`src/rtl/vending_machine_multi.sv`:
```
// vending_machine_multi: multi-item, multi-coin vending controller.
// Takes four coin denominations and sells NUM_ITEMS products at one common
// price. Each slot has its own stock counter. Change is paid out greedily,
// one coin per cycle. Every output is registered: the next-cycle value of
// each output is decoded from the next state and the next credit, so the
// outputs behave as Moore outputs of the state/credit registers.
module vending_machine_multi #(
    parameter int PRICE      = 15,
    parameter int CREDIT_W   = 8,
    parameter int NUM_ITEMS  = 4,
    parameter int STOCK_W    = 4,
    parameter int STOCK_INIT = 3
) (
    input  logic                         clk,
    input  logic                         rst,
    input  logic                         coin_in,
    input  logic [1:0]                   coin_code,
    input  logic [$clog2(NUM_ITEMS)-1:0] sel,
    input  logic                         dispense,
    input  logic                         cancel,
    output logic                         Item_out,
    output logic [$clog2(NUM_ITEMS)-1:0] item_id,
    output logic                         change_valid,
    output logic [1:0]                   change_code,
    output logic [CREDIT_W-1:0]          credit,
    output logic                         ready,
    output logic [NUM_ITEMS-1:0]         sold_out,
    output logic                         coin_reject,
    output logic                         sold_out_err
);

    localparam int SEL_W = $clog2(NUM_ITEMS);
    localparam logic [CREDIT_W-1:0] PRICE_C    = CREDIT_W'(PRICE);
    localparam logic [CREDIT_W:0]   CREDIT_MAX = {1'b0, {CREDIT_W{1'b1}}};

    typedef enum logic [1:0] {IDLE, COLLECT, VEND, REFUND} state_t;

    // Credit value of a coin code. Coin acceptor and change hopper share this encoding.
    function automatic logic [CREDIT_W-1:0] coin_value(input logic [1:0] code);
        case (code)
            2'd0:    coin_value = CREDIT_W'(1);
            2'd1:    coin_value = CREDIT_W'(2);
            2'd2:    coin_value = CREDIT_W'(5);
            default: coin_value = CREDIT_W'(10);
        endcase
    endfunction

    // Greedy choice of change coin: the largest denomination that still fits in the credit.
    function automatic logic [1:0] greedy_code(input logic [CREDIT_W-1:0] c);
        if (c >= CREDIT_W'(10))     greedy_code = 2'd3;
        else if (c >= CREDIT_W'(5)) greedy_code = 2'd2;
        else if (c >= CREDIT_W'(2)) greedy_code = 2'd1;
        else                        greedy_code = 2'd0;
    endfunction

    state_t                state_q, state_d;
    logic [CREDIT_W-1:0]   credit_q, credit_d;
    logic [STOCK_W-1:0]    stock_q [NUM_ITEMS];
    logic [STOCK_W-1:0]    stock_d [NUM_ITEMS];
    logic [SEL_W-1:0]      sel_q, sel_d;
    logic                  item_out_q, item_out_d;
    logic [SEL_W-1:0]      item_id_q, item_id_d;
    logic                  change_valid_q, change_valid_d;
    logic [1:0]            change_code_q, change_code_d;
    logic                  ready_q, ready_d;
    logic [NUM_ITEMS-1:0]  sold_out_q, sold_out_d;
    logic                  coin_reject_q, coin_reject_d;
    logic                  sold_out_err_q, sold_out_err_d;

    logic                  take_coin;
    logic [CREDIT_W:0]     coin_sum;

    // Next-state, credit and stock update. Inside COLLECT, cancel wins over dispense, which wins over a coin.
    always_comb begin
        state_d        = state_q;
        credit_d       = credit_q;
        stock_d        = stock_q;
        sel_d          = sel_q;
        coin_reject_d  = 1'b0;
        sold_out_err_d = 1'b0;
        take_coin      = 1'b0;
        coin_sum       = {1'b0, credit_q} + {1'b0, coin_value(coin_code)};

        case (state_q)
            IDLE: begin
                if (coin_in) begin
                    credit_d = coin_value(coin_code);
                    state_d  = COLLECT;
                end
            end
            COLLECT: begin
                if (cancel) begin
                    state_d       = REFUND;
                    coin_reject_d = coin_in;
                end else if (dispense && (credit_q >= PRICE_C)) begin
                    if (stock_q[sel] != '0) begin
                        sel_d         = sel;
                        state_d       = VEND;
                        coin_reject_d = coin_in;
                    end else begin
                        // A refused purchase does not block a coin that arrives in the same cycle.
                        sold_out_err_d = 1'b1;
                        take_coin      = coin_in;
                    end
                end else begin
                    take_coin = coin_in;
                end
                if (take_coin) begin
                    if (coin_sum <= CREDIT_MAX) credit_d = coin_sum[CREDIT_W-1:0];
                    else                        coin_reject_d = 1'b1;
                end
            end
            VEND: begin
                coin_reject_d = coin_in;
                if (stock_q[sel_q] != '0) stock_d[sel_q] = stock_q[sel_q] - STOCK_W'(1);
                credit_d = credit_q - PRICE_C;
                state_d  = (credit_d != '0) ? REFUND : IDLE;
            end
            REFUND: begin
                coin_reject_d = coin_in;
                if (credit_q != '0) credit_d = credit_q - coin_value(greedy_code(credit_q));
                if (credit_d == '0) state_d = IDLE;
            end
            default: state_d = IDLE;
        endcase
    end

    // Next-cycle output decode, taken from the next state and the next credit.
    always_comb begin
        item_out_d     = (state_d == VEND);
        item_id_d      = (state_d == VEND) ? sel_d : '0;
        change_valid_d = (state_d == REFUND) && (credit_d != '0);
        change_code_d  = change_valid_d ? greedy_code(credit_d) : 2'd0;
        ready_d        = (state_d == COLLECT) && (credit_d >= PRICE_C);
    end

    // sold_out_d bit gi is set while slot gi has no stock left.
    generate
        for (genvar gi = 0; gi < NUM_ITEMS; gi++) begin : g_sold_out
            assign sold_out_d[gi] = (stock_d[gi] == '0);
        end
    endgenerate

    // State, credit, stock and registered outputs. Reset reloads the stock and drops any pending credit.
    always_ff @(posedge clk) begin
        if (rst) begin
            state_q        <= IDLE;
            credit_q       <= '0;
            for (int i = 0; i < NUM_ITEMS; i++) stock_q[i] <= STOCK_W'(STOCK_INIT);
            sel_q          <= '0;
            item_out_q     <= 1'b0;
            item_id_q      <= '0;
            change_valid_q <= 1'b0;
            change_code_q  <= 2'd0;
            ready_q        <= 1'b0;
            sold_out_q     <= {NUM_ITEMS{STOCK_INIT == 0}};
            coin_reject_q  <= 1'b0;
            sold_out_err_q <= 1'b0;
        end else begin
            state_q        <= state_d;
            credit_q       <= credit_d;
            stock_q        <= stock_d;
            sel_q          <= sel_d;
            item_out_q     <= item_out_d;
            item_id_q      <= item_id_d;
            change_valid_q <= change_valid_d;
            change_code_q  <= change_code_d;
            ready_q        <= ready_d;
            sold_out_q     <= sold_out_d;
            coin_reject_q  <= coin_reject_d;
            sold_out_err_q <= sold_out_err_d;
        end
    end

    assign Item_out     = item_out_q;
    assign item_id      = item_id_q;
    assign change_valid = change_valid_q;
    assign change_code  = change_code_q;
    assign credit       = credit_q;
    assign ready        = ready_q;
    assign sold_out     = sold_out_q;
    assign coin_reject  = coin_reject_q;
    assign sold_out_err = sold_out_err_q;

endmodule

```
`config.mk`:
```
export PLATFORM = sky130hd
export DESIGN_NAME = vending_machine_multi
export DESIGN_NICKNAME = d
export VERILOG_FILES = /design/src/rtl/vending_machine_multi.sv
export SDC_FILE = /design/constraint.sdc
export NUM_CORES = 1
export LEC_CHECK = 0
export ABC_AREA = 1
export ABC_CLOCK_PERIOD_IN_PS = 3700
export CORE_UTILIZATION = 35
export CTS_CLUSTER_DIAMETER = 40
export DETAILED_ROUTE_END_ITERATION = 16
export SYNTH_ARGS = -nofsm -noshare
export SYNTH_HDL_FRONTEND = slang
export SYNTH_SLANG_ARGS = --single-unit
export TNS_END_PERCENT = 50
```
`constraint.sdc`:
```
create_clock -name clk -period 3.7 [get_ports clk]
set_input_delay 0.37 -clock clk [delete_from_list [all_inputs] [get_ports clk]]
set_output_delay 0.37 -clock clk [all_outputs]
set_load 0.01 [all_outputs]
```
==> impl_metrics.env, run 1 <==
export IMPL_antenna_diode_count=0
export IMPL_rsz0062_at_grt="no"
export IMPL_drtIter0Drc=188
export IMPL_status="complete, no violations"
export IMPL_period_needed_ps=3290
export IMPL_drive_above_1_share=0.0866
export IMPL_cp_arrival_ps=3480
export IMPL_hold_start="stock_q[12]"
export IMPL_postCtsHoldBufs=0
export IMPL_die_area_um2=8830
export IMPL_clockPowerShare=0.089
export IMPL_drc=0
export IMPL_clockBufferDepth=2
export IMPL_area_growth_pct=17.8
export IMPL_ioPinCount=30
export IMPL_post_route_period_util=0.890
export IMPL_ant_nets=0
export IMPL_synth_top_flop_cell="dfxtp_1"
export IMPL_dpl_hpwl_um=6330
export IMPL_finish_instance_area_um2=3490
export IMPL_grtUsageTotal=0.196
export IMPL_ys_types=42
export IMPL_ys_warn_count=0
export IMPL_syn_inst=447
export IMPL_syn_area_per_cell_um2=6.62
export IMPL_timing_worst_slew_pin_value_ps=735
export IMPL_rr_startpoint="credit[1]"
export IMPL_power_density_nw_per_um2=877
export IMPL_synthArstFlopShare=0
export IMPL_die_w_um=94.0
export IMPL_antenna_found_initial=0
export IMPL_final_common_cell="nand2_1"
export IMPL_slew_limit_headroom=0.508
export IMPL_start_kind="flip-flop"
export IMPL_start_util=0.360
export IMPL_grt_pass1_wl_um=13500
export IMPL_vdd_drop_max_mv=0.446
export IMPL_worst_clock_skew_ps=8.50
export IMPL_pwr_share_comb=0.710
export IMPL_switching_share=0.514
export IMPL_grt_pass1_vias=2903
export IMPL_viasPerCell=5.10
export IMPL_clock_latency_ps=300
export IMPL_cp_required_ps=3890
export IMPL_clock_sinks=41
export IMPL_final_util=0.424
export IMPL_wl_um=8100
export IMPL_fmax_ghz=0.304
export IMPL_htreeDepth=2
export IMPL_layout_nets=511
export IMPL_maxSlewViolCount=0
export IMPL_core_region_area_um2=8220
export IMPL_syn_nets=472
export IMPL_p_switching_mw=1.57
export IMPL_power_internal_mw=1.49
export IMPL_vias=3008
export IMPL_power_total_mw=3.06
export IMPL_p_leak_nw=1.69
export IMPL_cts_made_buffers=5
export IMPL_grt_max_degree=19
export IMPL_synth_edf_count=0
export IMPL_gp_congestion=0.908
export IMPL_critPathCaptureType="flip-flop"
export IMPL_io_buffer_count=29
export IMPL_avgRoutedWirePerCell_um=13.7
export IMPL_crit_path_max_fanout=11
export IMPL_synth_seq_cells=41
export IMPL_cts_root_buf="clkbuf_8"
export IMPL_p_seq_frac=0.201
export IMPL_layout_common_cells="nand2_1 (94), inv_1 (69), nor2_1 (52)"
export IMPL_n_fill_cell=897
export IMPL_setup_viol=0
export IMPL_critical_path_class="flip-flop to flip-flop"
export IMPL_yosysSeqAreaShare=0.277
export IMPL_placementRows=33
export IMPL_grt_overflow_total=0
export IMPL_timing_reg2reg_setup_slack_ps=410
export IMPL_dr_pass1_iters=5
export IMPL_setup_tns_ps=0
export IMPL_syn_cell_area_um2=2960
export IMPL_critPathLaunch="credit[1]"
export IMPL_die_h_um=94.0
export IMPL_cts_tree="yes"
export IMPL_hold_viol_final=0
export IMPL_path_clk_slew_ps=70
export IMPL_maxCapViolCount=0
export IMPL_dpl_cell_area_um2=3410
export IMPL_whs_ps=517
export IMPL_hold_class="flip-flop to flip-flop"
-- final cells by class --
class / count / area, µm² / area share
multi-input cells: 327 / 1830 / 0.524
flip-flops and latches: 41 / 825 / 0.236
clock buffers: 5 / 68.8 / 0.0197
clock inverters: 1 / 5.00 / 0.00144
inverters: 73 / 274 / 0.0786
well taps: 105 / 131 / 0.0377
repair buffers: 38 / 358 / 0.103
-- power by group through the flow --
stage                     combinational [mW]  sequential, mW  clock (mW)
after floorplan                         1.52           0.661           0
after global placement                  2.14           0.621           0
after CTS                               2.17           0.613       0.280
after global routing                    2.45           0.628       0.302
final                                   2.17           0.616       0.272
after detailed placement                2.16           0.621           0
-- metal layers --
metal  part of all wire  global-route usage  vias to the layer above
met5                  0                   0                        -
met4              0.025              0.0718                        0
met3              0.049              0.0396                       19
met2               0.46               0.332                       99
met1               0.47               0.243                     1362
li1                   -                   -                     1528
-- metrics by stage --
stage | cells | setup slack (ps)
2_1_floorplan | 447 | 549
6_report | 590 | 407
3_3_place_gp | 584 | 294
4_1_cts | 590 | 159
3_5_place_dp | 584 | 167
5_1_grt | 590 | 36.1
-- worst max-delay path, cell delays in order (launching register included) --
cell      delay, ps
dfxtp_4         400
inv_1            80
buf_4           150
ha_1            150
a21oi_1          60
o21ai_0         220
o21ai_1         160
ha_1            240
fa_1            400
nand3b_1        170
nand3_1          90
inv_1            70
nand2_1          60
nand2_1          40
nand3_1          80
nor2_1           50
a21oi_1         150
nand3_1         130
nor2_1          190
nand2_1         130
nor2_1          120
nor2_1           50
-- kinds of logic (layout without fill, tap and decap cells) --
family | after synthesis | count (layout) | share of synthesized area
compound gates | 68 | 68 | 0.142
xor+xnor | 9 | 9 | 0.0266
fa+ha+maj | 16 | 16 | 0.0727
buf+inv | 79 | 117 | 0.106
flops | 41 | 41 | 0.277
simple gates | 234 | 234 | 0.376
-- flip-flops by register name, indices dropped and copies added (netlist names) --
signal	cells
change_code	2
stock_q	16
ready	1
state_q	2
Item_out	1
coin_reject	1
credit	8
item_id	2
sold_out	4
sold_out_err	1
change_valid	1
sel_q	2
-- final timing paths --
kind | endpoint | cells after the start
worst max-delay path | change_code[0] | 21
worst min-delay path | stock_q[12] | 2
worst max register to register | change_code[0] | 21
worst min register to register | stock_q[12] | 2
-- synthesized netlist by cell type (2+ instances only) --
cell type	n	area share
o21ai_1	6	0.010
xor2_1	6	0.018
nor2_1	52	0.066
o31ai_1	2	0.0051
nor3_1	9	0.015
fa_1	2	0.014
dfxtp_1	41	0.28
inv_1	70	0.089
nand4_1	10	0.021
a221oi_2	2	0.010
ha_1	14	0.059
or2_1	2	0.0042
nor2_2	5	0.011
nand2_4	2	0.0076
nand3b_1	6	0.015
nor2_8	2	0.014
a21oi_1	22	0.037
o211ai_1	2	0.0051
nand2_1	94	0.12
nand3_2	4	0.014
clkbuf_1	2	0.0025
nand3_1	41	0.069
a22oi_1	3	0.0076
o22ai_1	3	0.0063
inv_2	3	0.0038
o21ai_0	22	0.037
or2_2	2	0.0042
xnor2_1	3	0.0089
buf_6	2	0.0076
-- what timing repair did --
item                       in CTS  in global routing
buffers inserted                0                  0
hold endpoints to repair        0                  0
setup endpoints to repair       0                  4
gates resized for setup         0                  4
(Power assumes the default switching activity.)
==> inputs of run 2 (changes only) <==
- ABC_CLOCK_PERIOD_IN_PS: 3700 -> 3400
- SLEW_MARGIN: unset -> 10
- clock period: 3.7 -> 3.4 ns (I/O delays scaled with it)
==> impl_metrics.env, run 2 (synthesis gave the netlist of run 1 again) <==
export IMPL_status="complete, no violations"
export IMPL_power_total_mw=3.58
export IMPL_setup_viol=0
export IMPL_grt_max_degree=19
export IMPL_layout_nets=516
export IMPL_clockBufferDepth=2
export IMPL_grt_pass1_wl_um=13100
export IMPL_antenna_found_initial=0
export IMPL_largest_register="stock_q"
export IMPL_crit_path_max_fanout=3
export IMPL_rr_startpoint="credit[0]"
export IMPL_slew_limit_headroom=0.611
export IMPL_maxSlewViolCount=0
export IMPL_hold_viol_final=0
export IMPL_period_needed_ps=3090
export IMPL_area_growth_pct=21.5
export IMPL_vias=3004
export IMPL_fmax_ghz=0.323
export IMPL_power_density_nw_per_um2=996
export IMPL_grtUsageTotal=0.190
export IMPL_start_kind="flip-flop"
export IMPL_io_buffer_count=29
export IMPL_dpl_cell_count=588
export IMPL_cp_arrival_ps=3300
export IMPL_hold_start="stock_q[12]"
export IMPL_antenna_diode_count=0
export IMPL_dr_pass1_iters=5
export IMPL_clock_sinks=41
export IMPL_drtIter0Drc=156
export IMPL_cts_tree="yes"
export IMPL_clock_latency_ps=300
export IMPL_grt_overflow_total=0
export IMPL_layout_common_cells="nand2_1 (94), inv_1 (70), nor2_1 (51)"
export IMPL_path_clk_slew_ps=90
export IMPL_post_route_period_util=0.909
export IMPL_largest_reg_flops=16
export IMPL_die_area_um2=8830
export IMPL_hold_class="flip-flop to flip-flop"
export IMPL_r2r_cells=22
export IMPL_p_leak_nw=1.75
export IMPL_finish_instance_area_um2=3600
export IMPL_cts_root_buf="clkbuf_8"
export IMPL_die_w_um=94.0
export IMPL_r2r_end="change_code[0]"
export IMPL_cts_made_buffers=5
export IMPL_vdd_drop_max_mv=0.364
export IMPL_drc=0
export IMPL_timing_worst_slew_pin_value_ps=583
export IMPL_grt_pass1_vias=2839
export IMPL_dpl_cell_area_um2=3440
export IMPL_placementRows=33
export IMPL_maxCapViolCount=0
export IMPL_critPathCaptureType="flip-flop"
export IMPL_htreeDepth=2
export IMPL_wl_um=8020
export IMPL_timing_reg2reg_setup_slack_ps=310
export IMPL_viasPerCell=5.03
export IMPL_critPathLaunch="credit[0]"
export IMPL_worst_clock_skew_ps=14.1
export IMPL_start_util=0.360
export IMPL_postCtsHoldBufs=0
export IMPL_avgRoutedWirePerCell_um=13.4
export IMPL_setup_worst_path_end="change_code[0]"
export IMPL_dpl_hpwl_um=6330
export IMPL_cp_required_ps=3610
export IMPL_gp_congestion=0.949
export IMPL_final_common_cell="nand2_1"
export IMPL_ant_nets=0
export IMPL_ioPinCount=30
export IMPL_final_cells=597
export IMPL_core_region_area_um2=8220
export IMPL_drive_above_1_share=0.104
export IMPL_die_h_um=94.0
export IMPL_critical_path_class="flip-flop to flip-flop"
[run 2: worst max-delay path, cell delays in order (launching register included)]
cell      delay [ps]
dfxtp_1          340
inv_1             80
ha_1             140
nor2_1            40
o21ai_1          200
inv_1             90
o21ai_1          140
o21ai_2          110
ha_1             220
fa_1             390
nand3b_1         170
nand3_1           90
inv_1             70
nand2_1           50
nand2_1           40
nand3_1           90
nor2_1            50
a21oi_1          130
nand3_1          130
nor2_2           150
nand2_1          100
nor2_1           110
nor2_1            50
[run 2: power by group]
part	total (mW)	switching (mW)	internal [mW]
combinational	2.44	1.50	0.944
clock	0.484	0.188	0.296
sequential	0.654	0.0779	0.576
[run 2: repair_timing]
action	in CTS	in global routing
resized for setup	0	7
buffers inserted	0	1
setup endpoints to repair	0	5
[run 2: layout make-up]
| class | instances | area [µm²] |
|---|---|---|
| clock buffers | 5 | 68.8 |
| clock inverters | 3 | 68.8 |
| fillers | 848 | 4620 |
| inverters | 73 | 274 |
| multi-input cells | 327 | 1840 |
| flip-flops and latches | 41 | 822 |
| well taps | 105 | 131 |
| repair buffers | 43 | 395 |
[run 2: routing by layer]
layer,wire length (µm),vias to the layer above,global-route usage
met1,3800,1367,0.253
met4,203,0,0.0641
met5,0,-,0
li1,-,1540,-
met3,426,19,0.0356
met2,3590,78,0.304
[run 2: stage by stage]
stage	setup slack, ps	setup TNS, ps	utilization	hold WS [ps]
3_5_place_dp	74.2	0	0.419	495
5_1_grt	-11.4	-20.1	0.438	561
6_report	309	0	0.438	516
4_1_cts	55.8	0	0.435	515
2_1_floorplan	249	0	-	463
3_3_place_gp	130	0	0.419	495
[run 2: how the worst min path moves through the flow]
stage	slack, ps	depth (start not counted)	to
after floorplan	460	2	stock_q[12]
after global placement	490	2	stock_q[12]
after detailed placement	490	2	stock_q[12]
after CTS	520	2	stock_q[12]
after global routing	560	2	stock_q[13]
final	520	2	stock_q[12]
==> inputs of run 3 (changes only) <==
- CORE_UTILIZATION: 35 -> 57
- PLACE_DENSITY: unset -> 0.85
==> impl_metrics.env, run 3 (synthesis gave the netlist of run 1 again) <==
export IMPL_vias=3053
export IMPL_io_buffer_count=29
export IMPL_viasPerCell=5.50
export IMPL_final_common_cell="nand2_1"
export IMPL_ant_nets=0
export IMPL_grt_max_degree=19
export IMPL_die_w_um=74.1
export IMPL_clockBufferDepth=2
export IMPL_vdd_drop_max_mv=0.796
export IMPL_setup_viol=0
export IMPL_clock_sinks=41
export IMPL_dpl_cell_area_um2=3370
export IMPL_path_cells="buf_4 -> ha_1 -> inv_1 -> a21oi_1 -> o21ai_2 -> o21ai_2 -> ha_1 -> fa_1 -> nand3b_1 -> nand3_1 -> inv_1 -> nand2_1 -> nand2_1 -> nand3_1 -> nor2_1 -> a21oi_1 -> nand3_1 -> nor2_2 -> nand2_1 -> nor2_1 -> nor2_1"
export IMPL_cts_tree="yes"
export IMPL_timing_worst_slew_pin_value_ps=788
export IMPL_hold_viol_final=0
export IMPL_antenna_diode_count=0
export IMPL_die_h_um=74.1
export IMPL_clock_latency_ps=300
export IMPL_hold_class="flip-flop to flip-flop"
export IMPL_fmax_ghz=0.326
export IMPL_crit_family="simple AND/OR/NAND/NOR gates"
export IMPL_ioPinCount=30
export IMPL_dp_slack_ps=-58.8
export IMPL_cp_required_ps=3590
export IMPL_antenna_found_initial=0
export IMPL_grtUsageTotal=0.298
export IMPL_avgRoutedWirePerCell_um=14.0
export IMPL_htreeDepth=2
export IMPL_drtIter0Drc=291
export IMPL_rsz0062_at_grt="no"
export IMPL_dpl_hpwl_um=5880
export IMPL_dpl_cell_count=547
export IMPL_final_cells=555
export IMPL_maxCapViolCount=0
export IMPL_whs_ps=522
export IMPL_layout_nets=512
export IMPL_period_needed_ps=3070
export IMPL_p_leak_nw=1.71
export IMPL_maxSlewViolCount=0
export IMPL_grt_pass1_wl_um=12600
export IMPL_grt_overflow_total=0
export IMPL_largest_reg_flops=16
export IMPL_die_area_um2=5480
export IMPL_timing_reg2reg_setup_slack_ps=330
export IMPL_finish_instance_area_um2=3490
export IMPL_postCtsHoldBufs=0
export IMPL_critical_path_class="flip-flop to flip-flop"
export IMPL_gp_congestion=0.953
export IMPL_cts_root_buf="clkbuf_8"
export IMPL_crit_buf_inv=3
export IMPL_slowest_delay_ps=400
export IMPL_wl_um=7770
export IMPL_largest_register="stock_q"
export IMPL_cp_arrival_ps=3260
export IMPL_dr_pass1_iters=6
export IMPL_power_density_nw_per_um2=994
export IMPL_worst_clock_skew_ps=8.27
export IMPL_grt_pass1_vias=2687
export IMPL_drive_above_1_share=0.102
export IMPL_start_kind="flip-flop"
export IMPL_post_route_period_util=0.902
export IMPL_core_region_area_um2=4850
export IMPL_drc=0
export IMPL_placementRows=25
export IMPL_final_util=0.720
export IMPL_start_util=0.610
export IMPL_crit_path_max_fanout=8
export IMPL_crit_slowest_cell="fa_1"
export IMPL_n_fill_cell=417
export IMPL_setup_slack_ps=333
export IMPL_layout_common_cells="nand2_1 (94), inv_1 (68), nor2_1 (51)"
export IMPL_area_growth_pct=17.9
export IMPL_path_clk_slew_ps=90
export IMPL_slew_limit_headroom=0.473
export IMPL_cts_made_buffers=5
export IMPL_critPathCaptureType="flip-flop"
export IMPL_status="complete, no violations"
run 3: cell types whose count changed in the layout (fill, tap and decap cells not counted):
cell and delta:
o21ai_1 -2, a21oi_2 -1, buf_4 -4, bufinv_16 -2, clkbuf_8 +2, inv_1 -2, a21oi_1 +1, inv_2 +2
o21ai_2 +2
run 3: area by class of cell:
class | instances | area (µm²) | area share
clock buffer | 7 | 96.3 | 0.0276
clock inverter | 1 | 8.76 | 0.00251
inverter | 73 | 274 | 0.0785
multi-input combinational | 327 | 1840 | 0.527
timing repair buffer | 39 | 365 | 0.105
tap | 67 | 83.8 | 0.0240
sequential | 41 | 822 | 0.236
run 3: layer usage:
layer	vias up	wire length, µm	GRT usage	share of wire
met5	-	0	0	0
met4	0	96	0.0748	0.012
met3	11	719	0.0623	0.093
met2	137	3340	0.457	0.43
met1	1368	3610	0.427	0.46
li1	1537	-	-	-
run 3: report_power, final:
part	switching (mW)	leakage [nW]	internal, mW
registers	0.0867	0.334	0.577
logic	1.52	1.33	0.923
clock network	0.175	0.0549	0.188
total	1.78	1.71	1.69
run 3: worst paths after layout:
path	from	endpoint	cells after the start
max	credit[0]	change_code[1]	21
min	stock_q[9]	stock_q[9]	2
max reg2reg	credit[0]	change_code[1]	21
min reg2reg	stock_q[9]	stock_q[9]	2
run 3: metrics by stage:
stage / total power, mW / TNS, ps
2_1_floorplan: 2.37 / 0
3_3_place_gp: 2.94 / 0
3_5_place_dp: 2.99 / -92.9
4_1_cts: 3.37 / 0
5_1_grt: 3.77 / 0
6_report: 3.47 / 0
run 3: timing repair:
action / in CTS / in global routing
pin swaps: 0 / 1
resized for setup: 2 / 8
gates cloned: 0 / 0
endpoints found under the setup margin: 4 / 5
buffers inserted: 0 / 0
run 3: worst reg2reg max path: stages (launching register included):
cell,delay [ps]
dfxtp_1,320
buf_4,160
ha_1,200
inv_1,60
a21oi_1,70
o21ai_2,170
o21ai_2,100
ha_1,220
fa_1,400
nand3b_1,170
nand3_1,90
inv_1,70
nand2_1,60
nand2_1,50
nand3_1,90
nor2_1,50
a21oi_1,130
nand3_1,120
nor2_2,150
nand2_1,110
nor2_1,130
nor2_1,50
